## src/rtl/pipe_pkg.sv

```systemverilog
// Shared types for the pipelined datapath: stage FSM encoding, per-stage payload
// structs with their bubble words, and the saturating-increment helper.
package pipe_pkg;

    typedef enum logic [1:0] {
        PS_EMPTY = 2'd0,
        PS_ONE   = 2'd1,
        PS_TWO   = 2'd2
    } pstate_t;

    typedef enum logic [3:0] {
        ALU_ADD = 4'd0,
        ALU_SUB = 4'd1,
        ALU_AND = 4'd2,
        ALU_OR  = 4'd3,
        ALU_XOR = 4'd4,
        ALU_SLT = 4'd5,
        ALU_SLL = 4'd6,
        ALU_SRL = 4'd7
    } alu_op_t;

    localparam logic [6:0]  OP_RTYPE  = 7'b0110011;
    localparam logic [31:0] NOP_INSTR = 32'h0000_0013;

    typedef struct packed {
        logic [31:0] pc;
        logic [31:0] instr;
    } ifid_t;

    typedef struct packed {
        logic [31:0] pc;
        logic [31:0] rs1_val;
        logic [31:0] rs2_val;
        logic [31:0] imm;
        logic [4:0]  rd;
        logic [6:0]  opcode;
        alu_op_t     alu_op;
        logic        reg_we;
        logic        mem_re;
        logic        mem_we;
    } idex_t;

    typedef struct packed {
        logic [31:0] alu_res;
        logic [31:0] rs2_val;
        logic [4:0]  rd;
        logic        reg_we;
        logic        mem_re;
        logic        mem_we;
    } exmem_t;

    typedef struct packed {
        logic [31:0] wb_val;
        logic [4:0]  rd;
        logic        reg_we;
    } memwb_t;

    // Bubbles are architecturally inert: no register write, no memory access.
    localparam ifid_t IFID_BUBBLE = '{pc: 32'd0, instr: NOP_INSTR};
    localparam idex_t IDEX_BUBBLE = '{pc: 32'd0, rs1_val: 32'd0, rs2_val: 32'd0, imm: 32'd0,
                                      rd: 5'd0, opcode: OP_RTYPE, alu_op: ALU_ADD,
                                      reg_we: 1'b0, mem_re: 1'b0, mem_we: 1'b0};
    localparam exmem_t EXMEM_BUBBLE = '{alu_res: 32'd0, rs2_val: 32'd0, rd: 5'd0,
                                        reg_we: 1'b0, mem_re: 1'b0, mem_we: 1'b0};
    localparam memwb_t MEMWB_BUBBLE = '{wb_val: 32'd0, rd: 5'd0, reg_we: 1'b0};

    function automatic logic [31:0] sat_inc32(input logic [31:0] val, input logic inc);
        return (inc && (val != 32'hFFFF_FFFF)) ? (val + 32'd1) : val;
    endfunction

endpackage

```

## src/rtl/pipe_perf_cnt.sv

```systemverilog
// Saturating stall/bubble cycle counters for one pipeline stage.
// Present only when PIPE_STAGE_PERF_EN is defined.
`ifdef PIPE_STAGE_PERF_EN
module pipe_perf_cnt
    import pipe_pkg::*;
(
    input  logic        CLK,
    input  logic        nRST,
    input  logic        clr,
    input  logic        stall_evt,
    input  logic        bubble_evt,
    output logic [31:0] stall_cycles,
    output logic [31:0] bubble_cycles
);

    // Counter pair; clear takes priority over counting.
    always_ff @(posedge CLK or negedge nRST) begin
        if (!nRST) begin
            stall_cycles  <= 32'd0;
            bubble_cycles <= 32'd0;
        end else if (clr) begin
            stall_cycles  <= 32'd0;
            bubble_cycles <= 32'd0;
        end else begin
            stall_cycles  <= sat_inc32(stall_cycles, stall_evt);
            bubble_cycles <= sat_inc32(bubble_cycles, bubble_evt);
        end
    end

endmodule
`endif

```

## src/rtl/pipe_stage_reg.sv

```systemverilog
// Generic valid/ready pipeline stage register with stall, flush and optional 2-entry skid.
// Define PIPE_STAGE_PERF_EN to add perf_clr, stall_cycles and bubble_cycles.
module pipe_stage_reg
    import pipe_pkg::*;
#(
    parameter int unsigned       DATA_W    = 128,
    parameter logic [DATA_W-1:0] FLUSH_VAL = '0,
    parameter bit                SKID_EN   = 1'b1
) (
    input  logic              CLK,
    input  logic              nRST,
    input  logic              in_valid,
    output logic              in_ready,
    input  logic [DATA_W-1:0] in_data,
    output logic              out_valid,
    input  logic              out_ready,
    output logic [DATA_W-1:0] out_data,
    input  logic              stall,
    input  logic              flush,
`ifdef PIPE_STAGE_PERF_EN
    input  logic              perf_clr,
    output logic [31:0]       stall_cycles,
    output logic [31:0]       bubble_cycles,
`endif
    output logic [1:0]        occupancy
);

    pstate_t           state_r, state_s;
    logic [DATA_W-1:0] main_r, main_s;
    logic [DATA_W-1:0] skid_r, skid_s;
    logic              in_ready_r;
    logic              accept_s, emit_s;

    // main_r is forced to FLUSH_VAL whenever the stage goes empty, so out_data is a pure register.
    assign out_valid = (state_r != PS_EMPTY);
    assign out_data  = main_r;
    assign occupancy = state_r;
    assign accept_s  = in_valid & in_ready;
    assign emit_s    = out_valid & out_ready & ~stall;

    generate
        if (SKID_EN) begin : g_skid_ready
            assign in_ready = in_ready_r;
        end else begin : g_comb_ready
            assign in_ready = (state_r == PS_EMPTY) | (out_ready & ~stall);
        end
    endgenerate

    // Next-state and payload steering; flush overrides every transfer.
    always_comb begin
        state_s = state_r;
        main_s  = main_r;
        skid_s  = skid_r;
        if (flush) begin
            state_s = PS_EMPTY;
            main_s  = FLUSH_VAL;
            skid_s  = FLUSH_VAL;
        end else begin
            case (state_r)
                PS_EMPTY: begin
                    if (accept_s) begin
                        state_s = PS_ONE;
                        main_s  = in_data;
                    end else begin
                        state_s = PS_EMPTY;
                    end
                end
                PS_ONE: begin
                    if (accept_s && emit_s) begin
                        main_s = in_data;
                    end else if (accept_s && SKID_EN) begin
                        state_s = PS_TWO;
                        skid_s  = in_data;
                    end else if (emit_s) begin
                        state_s = PS_EMPTY;
                        main_s  = FLUSH_VAL;
                    end else begin
                        state_s = PS_ONE;
                    end
                end
                PS_TWO: begin
                    if (emit_s) begin
                        state_s = PS_ONE;
                        main_s  = skid_r;
                        skid_s  = FLUSH_VAL;
                    end else begin
                        state_s = PS_TWO;
                    end
                end
                default: begin
                    state_s = PS_EMPTY;
                    main_s  = FLUSH_VAL;
                    skid_s  = FLUSH_VAL;
                end
            endcase
        end
    end

    // State, payload and registered ready (ready mirrors the next state).
    always_ff @(posedge CLK or negedge nRST) begin
        if (!nRST) begin
            state_r    <= PS_EMPTY;
            main_r     <= FLUSH_VAL;
            skid_r     <= FLUSH_VAL;
            in_ready_r <= 1'b1;
        end else begin
            state_r    <= state_s;
            main_r     <= main_s;
            skid_r     <= skid_s;
            in_ready_r <= (state_s != PS_TWO);
        end
    end

`ifdef PIPE_STAGE_PERF_EN
    pipe_perf_cnt u_perf (
        .CLK           (CLK),
        .nRST          (nRST),
        .clr           (perf_clr),
        .stall_evt     (out_valid & stall),
        .bubble_evt    (~out_valid),
        .stall_cycles  (stall_cycles),
        .bubble_cycles (bubble_cycles)
    );
`endif

endmodule

```

## config.mk

```make
export PLATFORM = sky130hd
export DESIGN_NAME = pipe_stage_reg
export DESIGN_NICKNAME = d
export VERILOG_FILES = /design/src/rtl/pipe_pkg.sv /design/src/rtl/pipe_perf_cnt.sv /design/src/rtl/pipe_stage_reg.sv
export SDC_FILE = /design/constraint.sdc
export NUM_CORES = 1
export LEC_CHECK = 0
export ABC_AREA = 0
export BUFFER_PORTS_ARGS = -buffer_cell sky130_fd_sc_hd__buf_2
export CORE_ASPECT_RATIO = 0.75
export CORE_MARGIN = 2
export CORE_UTILIZATION = 54
export DETAILED_ROUTE_END_ITERATION = 10
export GPL_TIMING_DRIVEN = 0
export PLACE_DENSITY = 0.8
export SETUP_SLACK_MARGIN = 0.3
export SLEW_MARGIN = 25
export SYNTH_ARGS = -nofsm -noshare
export SYNTH_HDL_FRONTEND = slang
export SYNTH_SLANG_ARGS = --single-unit
```

## constraint.sdc

```tcl
create_clock -name CLK -period 2.26 [get_ports CLK]
set_clock_uncertainty 0.2 [all_clocks]
set_input_delay 0.113 -clock CLK [delete_from_list [all_inputs] [get_ports CLK]]
set_output_delay 0.113 -clock CLK [all_outputs]
set_load 0.01 [all_outputs]
```

==> results of run 1 <==
[worst reg2reg max path: cells and delay by family, from the launching register on]
kind / cells / cell delay (ps)
AO/OA/AOI/OAI: 3 / 500
flip-flops: 1 / 580
AND/OR/NAND/NOR: 1 / 160
buffers and inverters: 2 / 430
[stage by stage]
stage          total power [mW]  setup TNS, ps
2_1_floorplan              6.18              0
3_3_place_gp               6.90        -992180
3_5_place_dp               6.96              0
4_1_cts                    11.4              0
5_1_grt                    12.1              0
6_report                   11.7              0
[what timing repair did]
action / 4_1_cts / 5_1_grt
hold buffers: 135 / 0
endpoints found under the hold margin: 458 / 0
resized for setup: 23 / 119
setup buffers: 0 / 4
gates cloned: 0 / 9
pin swaps: 0 / 1
setup endpoints to repair: 207 / 240
[routing by layer]
metal / global-route usage / vias to the layer above / share of wire / wire length (um)
li1: - / 4432 / - / -
met1: 0.392 / 5005 / 0.42 / 14700
met2: 0.486 / 461 / 0.48 / 16800
met3: 0.0607 / 87 / 0.072 / 2530
met4: 0.0934 / 0 / 0.029 / 1020
met5: 0 / - / 0 / 0
[layout by cell type (no fill, tap or decap), types with 5 or more instances in the layout]
| master | synthesis | layout |
|---|---|---|
| sky130_fd_sc_hd__buf_2 | 57 | 273 |
| sky130_fd_sc_hd__dfrtp_1 | 258 | 256 |
| sky130_fd_sc_hd__dlygate4sd3_1 | 0 | 135 |
| sky130_fd_sc_hd__nand2_1 | 131 | 131 |
| sky130_fd_sc_hd__inv_1 | 130 | 130 |
| sky130_fd_sc_hd__mux2i_1 | 128 | 128 |
| sky130_fd_sc_hd__a22oi_1 | 128 | 127 |
| sky130_fd_sc_hd__o2bb2ai_1 | 128 | 96 |
| sky130_fd_sc_hd__buf_4 | 22 | 39 |
| sky130_fd_sc_hd__clkbuf_16 | 0 | 33 |
| sky130_fd_sc_hd__o2bb2ai_2 | 0 | 31 |
| sky130_fd_sc_hd__clkbuf_4 | 0 | 15 |
| sky130_fd_sc_hd__buf_6 | 4 | 13 |
| sky130_fd_sc_hd__buf_8 | 0 | 11 |
| sky130_fd_sc_hd__clkinv_2 | 0 | 7 |
| sky130_fd_sc_hd__clkbuf_1 | 1 | 5 |
[registers in the layout, summed over array words and instances (netlist names)]
| name | count |
|---|---|
| in_ready | 1 |
| out_data | 128 |
| occupancy | 2 |
| skid_r | 128 |
[layout make-up]
cell class	instances	share of cell area
Buffer	84	0.0459
Clock buffer	33	0.0425
Inverter	130	0.0302
Antenna cell	1	0.000155
Sequential cell	259	0.402
Timing Repair Buffer	416	0.187
Multi-Input combinational cell	537	0.262
Tap cell	288	0.0223
Clock inverter	11	0.00821
[kinds of logic after synthesis]
family,share of synthesized area
compound gates,0.187
flops,0.566
buf+inv,0.0861
simple gates,0.0493
mux,0.112
[cells in the mapped netlist]
library cell,n,area share
sky130_fd_sc_hd__buf_2,57,0.025
sky130_fd_sc_hd__nand4b_1,1,0.00076
sky130_fd_sc_hd__nand2_1,131,0.043
sky130_fd_sc_hd__mux2i_1,128,0.11
sky130_fd_sc_hd__o21bai_1,1,0.00066
sky130_fd_sc_hd__dfstp_2,1,0.0023
sky130_fd_sc_hd__a31oi_1,2,0.0011
sky130_fd_sc_hd__dfrtp_1,258,0.56
sky130_fd_sc_hd__and2b_1,4,0.0026
sky130_fd_sc_hd__o2bb2ai_1,128,0.098
sky130_fd_sc_hd__a21o_1,2,0.0013
sky130_fd_sc_hd__nor2_1,2,0.00066
sky130_fd_sc_hd__o21ai_1,2,0.00087
sky130_fd_sc_hd__nand2b_1,2,0.0011
sky130_fd_sc_hd__buf_4,22,0.014
sky130_fd_sc_hd__a21oi_1,2,0.00087
sky130_fd_sc_hd__inv_1,130,0.043
sky130_fd_sc_hd__buf_6,4,0.0039
sky130_fd_sc_hd__a22oi_1,128,0.084
sky130_fd_sc_hd__a211o_1,1,0.00076
sky130_fd_sc_hd__nand3_1,3,0.0013
sky130_fd_sc_hd__clkbuf_1,1,0.00033
[power groups by stage]
stage	Clock [mW]	Combinational, mW	Sequential (mW)
6_report	4.26	2.28	5.16
5_1_grt	4.51	2.46	5.19
4_1_cts	4.30	1.97	5.13
3_5_place_dp	0	1.76	5.21
3_3_place_gp	0	1.70	5.20
2_1_floorplan	0	0.912	5.27
[how the worst max path moves through the flow]
stage / end / slack [ps]
after floorplan: out_data[44]$_DFFE_PN0P_ / 570
after global placement: out_data[31]$_DFFE_PN0P_ / -3870
after detailed placement: out_data[96]$_DFFE_PN0P_ / 140
after CTS: out_data[5]$_DFFE_PN0P_ / 260
after global routing: out_data[25]$_DFFE_PN0P_ / 180
final: out_data[102]$_DFFE_PN0P_ / 300
==> results.md, run 1 <==
Clock network:
- Clock-pin slew was measured on the worst setup and hold paths at 70 ps.
- The maximum count of clock buffers along a single path is 3.
- The CTS tree is built.
- The number of H-tree levels is 1.
- The latest clock arrival within the worst-skew pair is 520 ps.
- For this design, the sink count on the clock tree is 259.
- TritonCTS created 25 clock buffers.
- The tree is rooted in a sky130_fd_sc_hd__clkbuf_16.

Final layout:
- The fraction of layout instances using a drive strength above 1 is 0.303.
- For this run, the share of the core covered by cells in the final layout is 0.769.
- The design area is 16200 sq um.
- The area used by multi-input combinational logic is 4240 sq um.
- The sequential cell area is 6480 sq um.
- The layout has 1255 filler cells.
- The number of nets in the layout is 1587.
- The area overhead of the layout relative to synthesis is 40.9%.
- Once layout is complete, the cells apart from fillers number 1759.

Detailed routing:
- The vias per cell is 5.68.
- The routed design has 35100 um of wire.
- The number of remaining DRC errors is 0.
- The pre-antenna-repair detailed-routing pass consisted of 7 iterations.
- Summing over every cut layer, the via total after detailed routing is 9985.
- In this run, the number of DRC markers left after iteration 0 of detailed routing was 795.
- The final antenna-violating net count is 0.
- The post-detailed-route wirelength per cell is 19.9 um.

Floorplan:
- The placement row count is 46.
- The number of top-level pins is 266.
- The placeable core region is 21000 sq um.
- The die boundary height is 130 um.
- From left edge to right edge, the die measures 172 um.
- For this configuration, the core starts out at a cell density of 0.546.
- The die area is 22400 sq um.

Power and ir drop:
- The worst-case IR drop observed on VDD is 0.000480 V.
- The switching power total is 3.23 mW.
- For this design the ratio of total power to cell area is 724 nW/um^2.
- The combinational share of power is 0.195.
- The share of total power dissipated in sequential elements is 0.441.
- The proportion of total power due to net switching is 0.276.
- The internal power of the cells is 8.46 mW.
- The static power due to leakage is 8.12 nW.
- The clock power share is 0.364.

Worst hold path:
- The type of the worst min-delay path is primary input to asynchronous set/reset pin.

Worst setup path:
- The critical path's largest stage delay is 580 ps.
- The total buffers and inverters traversed by the critical path is 2.
- The worst setup path is captured at a register.
- Data arrives at the worst endpoint at 2180 ps.
- The top cell family by delay on the critical path is flip-flops.
- Along the worst path, the maximum fanout reaches 10.
- The end of the worst register-to-register path is out_data[102]$_DFFE_PN0P_.
- The worst setup path is of the register to register kind.
- The number of cells traversed by the worst register-to-register path is 6.
- The beginning of the critical path is in_ready$_DFF_PN1_.
- The setup slack on the worst flop-to-flop path is 300 ps.
- The startpoint kind of the worst setup timing path is a register.
- The slowest stage cell on the critical path is sky130_fd_sc_hd__dfstp_2.
- The startpoint of the worst register-to-register path is in_ready$_DFF_PN1_.
- The data required time of the critical path is 2480 ps.
- Traced cell by cell, the critical path runs through nand4b_1 > a21oi_2 > buf_6 > buf_4 > a22oi_1 > o2bb2ai_1.
- The number of gates on the worst path with buffers counted is 6.

Synthesis:
- The netlist area before placement is 11500 sq um.
- The count of yosys warnings during synthesis is 0.
- The cell count after synthesis came out at 1010.
- Counting every net in the synthesized netlist gives 1144.
- The distinct cell type count after synthesis is 22.
- The average instance in the mapped netlist occupies 11.3 sq um.
- The register bit total from synthesis is 259.
- For this run, the register share of the synthesized area comes to 0.566.

Timing:
- The maximum clock frequency is 0.511 GHz.
- Setup repair after global routing could not meet its margin everywhere.
- The final count of pins violating max slew is 0.
- Setup violations remaining at the end of the flow were counted as 0.
- The remaining max-slew budget at the tightest pin is 0.419.
- At the pin with the least slew margin, the transition time is 869 ps.
- Across all setup checks in the final design, the least slack found is 303 ps.
- The number of failing hold endpoints at the final stage was 0.
- The clock period minus worst slack is 1960 ps.
- Final hold analysis gives a worst-case slack of 20.1 ps.
- The period utilization is 0.866.

Place:
- The congestion estimate from routability-driven global placement came to 0.797.
- The HPWL after detailed placement is 20900 um.
- Timing analysis after detailed placement gives a worst setup slack of 143 ps.
- The placed cell area is 13200 sq um.
- The number of cells after detailed placement is 1566.
- The number of port buffers is 265.

Run status:
- The run finished with clean final reports.

Global routing:
- The via count of the first global-routing pass came to 10036.
- The first global-routing pass estimated 51900 um of wire.
- The total overflow reported by the global router is 0.
- The overall track demand over capacity in global routing is 0.293.
- The initial antenna violation count is 1.
- The maximum number of pins on one net before global-route repair is 91.

Job:
- Across the run, the number of max-cap violations was 0.
Note: power is estimated with default switching activity, not from simulation.
==> run 2: changes to the inputs <==
Settings changed: CELL_PAD_IN_SITES_DETAIL_PLACEMENT from default to 1, CELL_PAD_IN_SITES_GLOBAL_PLACEMENT from default to 2, CORE_UTILIZATION 54 to 35, PLACE_DENSITY 0.8 to default, PLACE_DENSITY_LB_ADDON from default to 0.1.
==> run 2 against run 1 <==
Compared with the run above:
- the run now ends with negative hold slack left
- design area rose by 1.7%
- combinational power up 2%
- critical endpoint is now occupancy[0]$_DFF_PN0_
- sequential share of layout area is 0.66 points lower
- global-route usage fell by 7.4 points
- critical path depth down 2
- setup slack lost 34 ps
- die area is 53% higher
- non-clock buffer count up 3
- register-to-register slack worse by 30 ps
- first-iteration DRC count shrank 39%
==> results.md, run 2 (synthesis gave the netlist of run 1 again) <==
Power and ir drop:
- The power per unit of standard cell area is 745 nW/um^2 (+2.9%).
- The static power due to leakage is 8.18 nW (+0.68%).
- The largest vdd supply drop is 0.000466 V (-2.9%).
- The total power draw is 12.2 mW (+4.7%).

Global routing:
- The via count of the first global-routing pass is 10285 (+2.5%).
- The maximum number of pins on one net before global-route repair is 86 (-5.5%).
- The total overflow reported by the global router came to 0 (unchanged).
- The initial antenna violation count is 3 (+2).
- The overall track demand over capacity in global routing was 0.219 (-0.0738).
- The wire length of the first global-routing pass is 59100 um (+14%).

Place:
- The placement-stage worst setup slack was 73.8 ps (-68.9 ps).
- The placed cell area is 13400 sq um (+1.5%).
- The number of port buffers is 265 (unchanged).
- The global placer's final weighted congestion came to 0.772 (-3.1%).
- The HPWL after detailed placement came to 24500 um (+17%).
- The number of cells after detailed placement is 1720 (+9.8%).

Worst setup path:
- The startpoint of the worst register-to-register path is in_ready$_DFF_PN1_.
- The worst setup path is captured at a register.
- The setup slack on the worst flop-to-flop path is 270 ps (-30 ps).
- The beginning of the critical path is in_ready$_DFF_PN1_.
- The data required time of the critical path is 2530 ps (+50 ps).
- The number of cells traversed by the worst register-to-register path is 4 (-2).
- The critical path arrival was 2260 ps (+80 ps).
- The maximum fanout encountered on the critical timing path is 5 (-5).
- The startpoint kind of the worst setup timing path is a register.
- The start-to-end type of the worst setup path is register to register.

Worst hold path:
- In this run the worst hold path is classified as primary input to asynchronous set/reset pin.

Floorplan:
- The number of top-level pins is 266 (unchanged).
- The placement row count is 57 (+24%).
- The placeable core region came to 32300 sq um (+54%).
- The die boundary height is 161 um (+23%).
- The die width was 213 um (+24%).
- The starting density of the core came to 0.355 (-0.191).
- The die area was 34200 sq um (+53%).

Timing:
- The final count of pins violating max slew is 0 (unchanged).
- Setup repair after global routing could not meet its margin everywhere.
- The count of endpoints failing setup in the final report was 0 (unchanged).
- The total negative slack for setup checks was 0 ps (unchanged).
- The worst hold-check slack came to -132 ps (-152 ps).
- The measured slew at the worst slew-check pin is 486 ps (-383 ps).
- The number of failing hold endpoints at the final stage is 49 (+49).
- The clock period minus worst slack is 1990 ps (+34.1 ps).
- The maximum clock frequency was 0.502 GHz (-1.7%).
- The remaining max-slew budget at the tightest pin came to 0.676 (+0.257).
- The worst setup margin is 269 ps (-34.1 ps).
- The period utilization is 0.881 (+0.0151).

Final layout:
- Leaving out fill and tap cells, the most frequent cells in the layout are 274 x sky130_fd_sc_hd__buf_2, 256 x sky130_fd_sc_hd__dfrtp_1, 134 x sky130_fd_sc_hd__dlygate4sd3_1.
- The number of nets in the layout is 1594 (+0.44%).
- The fraction of layout instances using a drive strength above 1 was 0.294 (-0.00968).
- The area growth from synthesis to layout is 43.3%.
- The post-route core utilization is 0.508 (-0.261).
- The count of placed standard cells in the final layout, fillers left out came to 1927 (+9.6%).
- The library cell used most frequently in the layout, excluding fill and tap cells, is sky130_fd_sc_hd__buf_2.
- The design area was 16400 sq um (+1.7%).

Detailed routing:
- The final antenna-violating net count is 0 (unchanged).
- The number of iterations in the first detailed-routing pass was 4 (-3).
- The post-detailed-route wirelength per cell is 20.0 um (+0.23%).
- The number of design-rule violations left by the first detailed-router iteration is 485 (-39%).
- The number of remaining DRC errors is 0 (unchanged).
- The vias per cell is 4.98 (-12%).
- The total number of vias came to 9601 (-3.8%).
- The total wirelength of the detailed-routed design is 38500 um (+9.8%).

Clock network:
- The latest clock arrival within the worst-skew pair came to 550 ps (+30 ps).
- The number of hold buffers added after cts is 134 (-0.74%).
- TritonCTS built the clock tree.
- The clock-pin slew on the worst setup and hold paths is 60 ps (about the same).
- The number of H-tree levels is 1 (unchanged).
- The number of buffers added by the clock tree synthesis step is 29 (+16%).
- The maximum count of clock buffers along a single path is 3 (unchanged).
- Clock tree synthesis selected as its root buffer the cell sky130_fd_sc_hd__clkbuf_16.
- The number of sinks on the clock net is 259 (unchanged).

Job:
- The max-capacitance violation count is 0 (unchanged).

Run status:
- The final reports fail on negative hold slack.
- The run finished, with violations left.
run 2: changes by cell type in the layout (fill, tap and decap cells not counted), moves of 3 or more:
| cell | previous run | this run |
|---|---|---|
| sky130_fd_sc_hd__buf_6 | 13 | 23 |
| sky130_fd_sc_hd__o2bb2ai_1 | 96 | 125 |
| sky130_fd_sc_hd__diode_2 | 1 | 4 |
| sky130_fd_sc_hd__buf_12 | 2 | 6 |
| sky130_fd_sc_hd__clkbuf_4 | 15 | 10 |
| sky130_fd_sc_hd__a22oi_2 | 1 | 12 |
| sky130_fd_sc_hd__o2bb2ai_2 | 31 | 3 |
| sky130_fd_sc_hd__buf_4 | 39 | 34 |
| sky130_fd_sc_hd__clkbuf_16 | 33 | 36 |
| sky130_fd_sc_hd__clkbuf_1 | 5 | 8 |
| sky130_fd_sc_hd__clkbuf_8 | 3 | 7 |
| sky130_fd_sc_hd__a22oi_1 | 127 | 116 |
run 2: layer usage:
layer | up-vias | share of wire | GRT usage | wire length (um)
met5 | - | 0 | 0 | 0
met4 | 0 | 0.015 | 0.0391 | 569
met3 | 38 | 0.038 | 0.0366 | 1460
met2 | 183 | 0.47 | 0.355 | 18300
met1 | 4929 | 0.47 | 0.312 | 18200
li1 | 4451 | - | - | -
run 2: cell type report:
class,count,area (sq um)
Fill cell,3530,15900
Sequential cell,259,6480
Multi-Input combinational cell,537,4090
Timing Repair Buffer,419,3040
Clock buffer,44,852
Buffer,84,807
Tap cell,442,553
Inverter,130,488
Clock inverter,8,93.8
Antenna cell,4,10.0
run 2: timing repair:
| action | in CTS | in global routing |
|---|---|---|
| setup endpoints to repair | 232 | 238 |
| gates resized for setup | 39 | 94 |
| endpoints found under the hold margin | 433 | 49 |
| cloned | 1 | 8 |
| setup buffers | 1 | 7 |
| pin swaps | 0 | 15 |
run 2: worst paths after layout:
path	end
max in group asynchronous	out_data[30]$_DFFE_PN0P_
min in group CLK	skid_r[112]$_DFFE_PN0P_
setup reg to reg	occupancy[0]$_DFF_PN0_
setup / recovery	occupancy[0]$_DFF_PN0_
hold / removal	out_data[83]$_DFFE_PN0P_
hold reg to reg	out_data[1]$_DFFE_PN0P_
run 2: critical path, cell delays in order (launching register included):
cell,delay [ps]
sky130_fd_sc_hd__dfstp_2,580
sky130_fd_sc_hd__nand4b_1,180
sky130_fd_sc_hd__dlygate4sd3_1,620
sky130_fd_sc_hd__a21o_1,180
sky130_fd_sc_hd__a31oi_1,150
run 2: report_power, final:
group | internal (mW) | leakage, nW | switching [mW] | total, mW
clock network | 2.81 | 0.470 | 1.94 | 4.75
logic | 1.09 | 4.18 | 1.24 | 2.33
registers | 4.95 | 3.53 | 0.200 | 5.15
total | 8.85 | 8.18 | 3.39 | 12.2
==> run 3: changes to the inputs <==
Settings changed: CORE_UTILIZATION 35 to 36, CTS_BUF_LIST from default to sky130_fd_sc_hd__clkbuf_2, GPL_TIMING_DRIVEN 0 to default.
==> run 3 against run 2 <==
Compared with the run above:
- the flow now finishes without violations
- clock power down 28%
- wire length up 25%
- fmax down 3.2%
- total power down 5.4%
- final cell count up 8.3%
- non-clock buffer count up 122
- combinational power up 27%
- via count up 12%
==> results.md, run 3 (synthesis gave the netlist of run 1 again) <==
Final layout:
- The most common library cell in the layout ignoring fill and taps is sky130_fd_sc_hd__dlygate4sd3_1.
- The design area came to 18200 sq um (+11%).
- The number of inserted filler cells in the final layout is 3401 (-3.7%).
- The number of nets in the layout is 1758 (+10%).
- In the layout the commonest cells are 264 x sky130_fd_sc_hd__dlygate4sd3_1, 260 x sky130_fd_sc_hd__buf_2, 256 x sky130_fd_sc_hd__dfrtp_1.
- The fraction of layout instances using a drive strength above 1 is 0.309 (+0.0158).
- From synthesis to final layout, the design area changed by 58.9%.

Timing:
- The worst hold-check slack is 117 ps (+249 ps).
- The clock period minus worst slack was 2060 ps (+66.8 ps).
- The period utilization is 0.910 (+0.0295).
- The number of failing hold endpoints at the final stage is 0 (-100%).
- The remaining max-slew budget at the tightest pin is 0.648 (-0.0278).
- The count of endpoints failing setup in the final report is 0 (unchanged).
- Setup repair after global routing could not meet its margin everywhere.
- The maximum clock frequency was 0.486 GHz (-3.2%).
- The measured slew at the worst slew-check pin came to 528 ps (+41.7 ps).
- The total negative slack for setup checks is 0 ps (unchanged).
- The final count of pins violating max slew is 0 (unchanged).

Floorplan:
- The die area is 33300 sq um (-2.7%).
- The placement row count was 56 (-1.8%).
- The die boundary height was 159 um (-1.4%).
- The number of top-level pins is 266 (unchanged).
- The starting density of the core is 0.366 (+0.0112).
- The placeable core region is 31300 sq um (-3.1%).
- The die width is 210 um (-1.4%).

Global routing:
- The wire length of the first global-routing pass is 62100 um (+5.2%).
- The total overflow reported by the global router is 0 (unchanged).
- The maximum number of pins on one net before global-route repair was 99 (+15%).
- The initial antenna violation count is 4 (+1).
- The via count of the first global-routing pass came to 11280 (+9.7%).
- The overall track demand over capacity in global routing is 0.238 (+0.0183).

Clock network:
- The number of sinks on the clock net is 259 (unchanged).
- The number of H-tree levels is 3 (+2).
- The tree is rooted in a sky130_fd_sc_hd__clkbuf_2.
- The latest clock arrival within the worst-skew pair is 860 ps (+310 ps).
- The maximum count of clock buffers along a single path is 3 (unchanged).
- The number of buffers added by the clock tree synthesis step is 71 (+140%).
- TritonCTS built the clock tree.
- The clock-pin slew on the worst setup and hold paths is 110 ps (+50 ps).

Power and ir drop:
- The power per unit of standard cell area is 636 nW/um^2 (-15%).
- The static power due to leakage is 9.00 nW (+10%).
- The largest vdd supply drop was 0.000326 V (-30%).
- The total power draw is 11.6 mW (-5.4%).

Worst hold path:
- The path class of the tightest hold or removal check is primary input to asynchronous set/reset pin.

Worst setup path:
- STA classifies the critical path startpoint as a register.
- The critical path arrival is 2630 ps (+370 ps).
- The start-to-end type of the worst setup path is register to register.
- The data required time of the critical path is 2830 ps (+300 ps).
- The element type at the critical path end is a register.
- The maximum fanout encountered on the critical timing path is 18 (+13).

Detailed routing:
- The number of iterations in the first detailed-routing pass is 4 (unchanged).
- The final antenna-violating net count is 0 (unchanged).
- The number of design-rule violations left by the first detailed-router iteration is 597 (+23%).
- The number of remaining DRC errors is 0 (unchanged).
- The total number of vias is 10783 (+12%).
- The vias per cell is 5.17 (+3.7%).
- The total wirelength of the detailed-routed design is 48300 um (+25%).
- The post-detailed-route wirelength per cell came to 23.1 um (+16%).

Place:
- The HPWL after detailed placement is 21700 um (-12%).
- The global placer's final weighted congestion is 0.735 (-4.8%).
- The placed cell area came to 13300 sq um (-0.84%).
- The number of port buffers is 265 (unchanged).

Run status:
- The flow ran to the end, and the final reports show no timing, DRC or antenna violations.

Job:
- The max-capacitance violation count is 0 (unchanged).
## run 3: cell count changes in the layout (fill, tap and decap cells not counted), sizes merged
| cell | previous run | this run |
|---|---|---|
| buf | 351 | 335 |
| bufinv | 2 | 1 |
| clkbuf | 62 | 129 |
| clkinv | 5 | 21 |
| dlygate4sd3 | 134 | 264 |
## run 3: layout make-up
cell class / instances / area [sq um] / share of cell area
Multi-Input combinational cell: 537 / 4400 / 0.242
Tap cell: 406 / 508 / 0.0279
Clock inverter: 23 / 116 / 0.00639
Antenna cell: 4 / 10.0 / 0.000550
Sequential cell: 259 / 6480 / 0.356
Inverter: 130 / 488 / 0.0268
Timing Repair Buffer: 625 / 5690 / 0.312
Clock buffer: 103 / 515 / 0.0283
## run 3: final timing paths
path / from / to / slack [ps] / cells after the start
worst max-delay path: in_ready$_DFF_PN1_ / out_data[41]$_DFFE_PN0P_ / 200 / 6
worst min-delay path: nRST / out_data[7]$_DFFE_PN0P_ / 120 / 3
worst max register to register: in_ready$_DFF_PN1_ / out_data[41]$_DFFE_PN0P_ / 200 / 6
worst min register to register: out_data[12]$_DFFE_PN0P_ / out_data[12]$_DFFE_PN0P_ / 300 / 1
max in group asynchronous: nRST / skid_r[26]$_DFFE_PN0P_ / 890 / 5
min in group CLK: out_ready / in_ready$_DFF_PN1_ / 170 / 4
## run 3: critical path, cell delays in order (launching register included)
cell and delay [ps]:
sky130_fd_sc_hd__dfstp_2 620, sky130_fd_sc_hd__nand4b_1 210, sky130_fd_sc_hd__a21oi_4 260, sky130_fd_sc_hd__buf_12 200, sky130_fd_sc_hd__clkbuf_16 220, sky130_fd_sc_hd__a22oi_1 100, sky130_fd_sc_hd__o2bb2ai_1 140
## run 3: what timing repair did
action,4_1_cts,5_1_grt
gates resized for setup,15,69
endpoints found under the setup margin,159,199
pin swaps,1,23
hold buffers,264,0
gates cloned,1,35
hold endpoints to repair,518,0
buffers inserted,8,23
## run 3: through the flow
| step | utilization | setup WS (ps) | cells |
|---|---|---|---|
| finish | 0.581 | 203 | 2087 |
| global route | 0.581 | 133 | 2087 |
| CTS | 0.535 | 254 | 2025 |
| detailed placement | 0.425 | 243 | 1626 |
| global placement | 0.425 | 297 | 1626 |
| floorplan | - | 568 | 1010 |
## run 3: power by group
group	internal (mW)	switching, mW	total (mW)
sequential	4.94	0.226	5.17
clock	1.33	2.11	3.44
combinational	1.42	1.54	2.96
total	7.70	3.87	11.6
## run 3: routing by layer
layer	up-vias	part of all wire	global-route usage
li1	4831	-	-
met1	5546	0.46	0.314
met2	328	0.46	0.392
met3	78	0.050	0.0503
met4	0	0.021	0.0790
met5	-	0	0
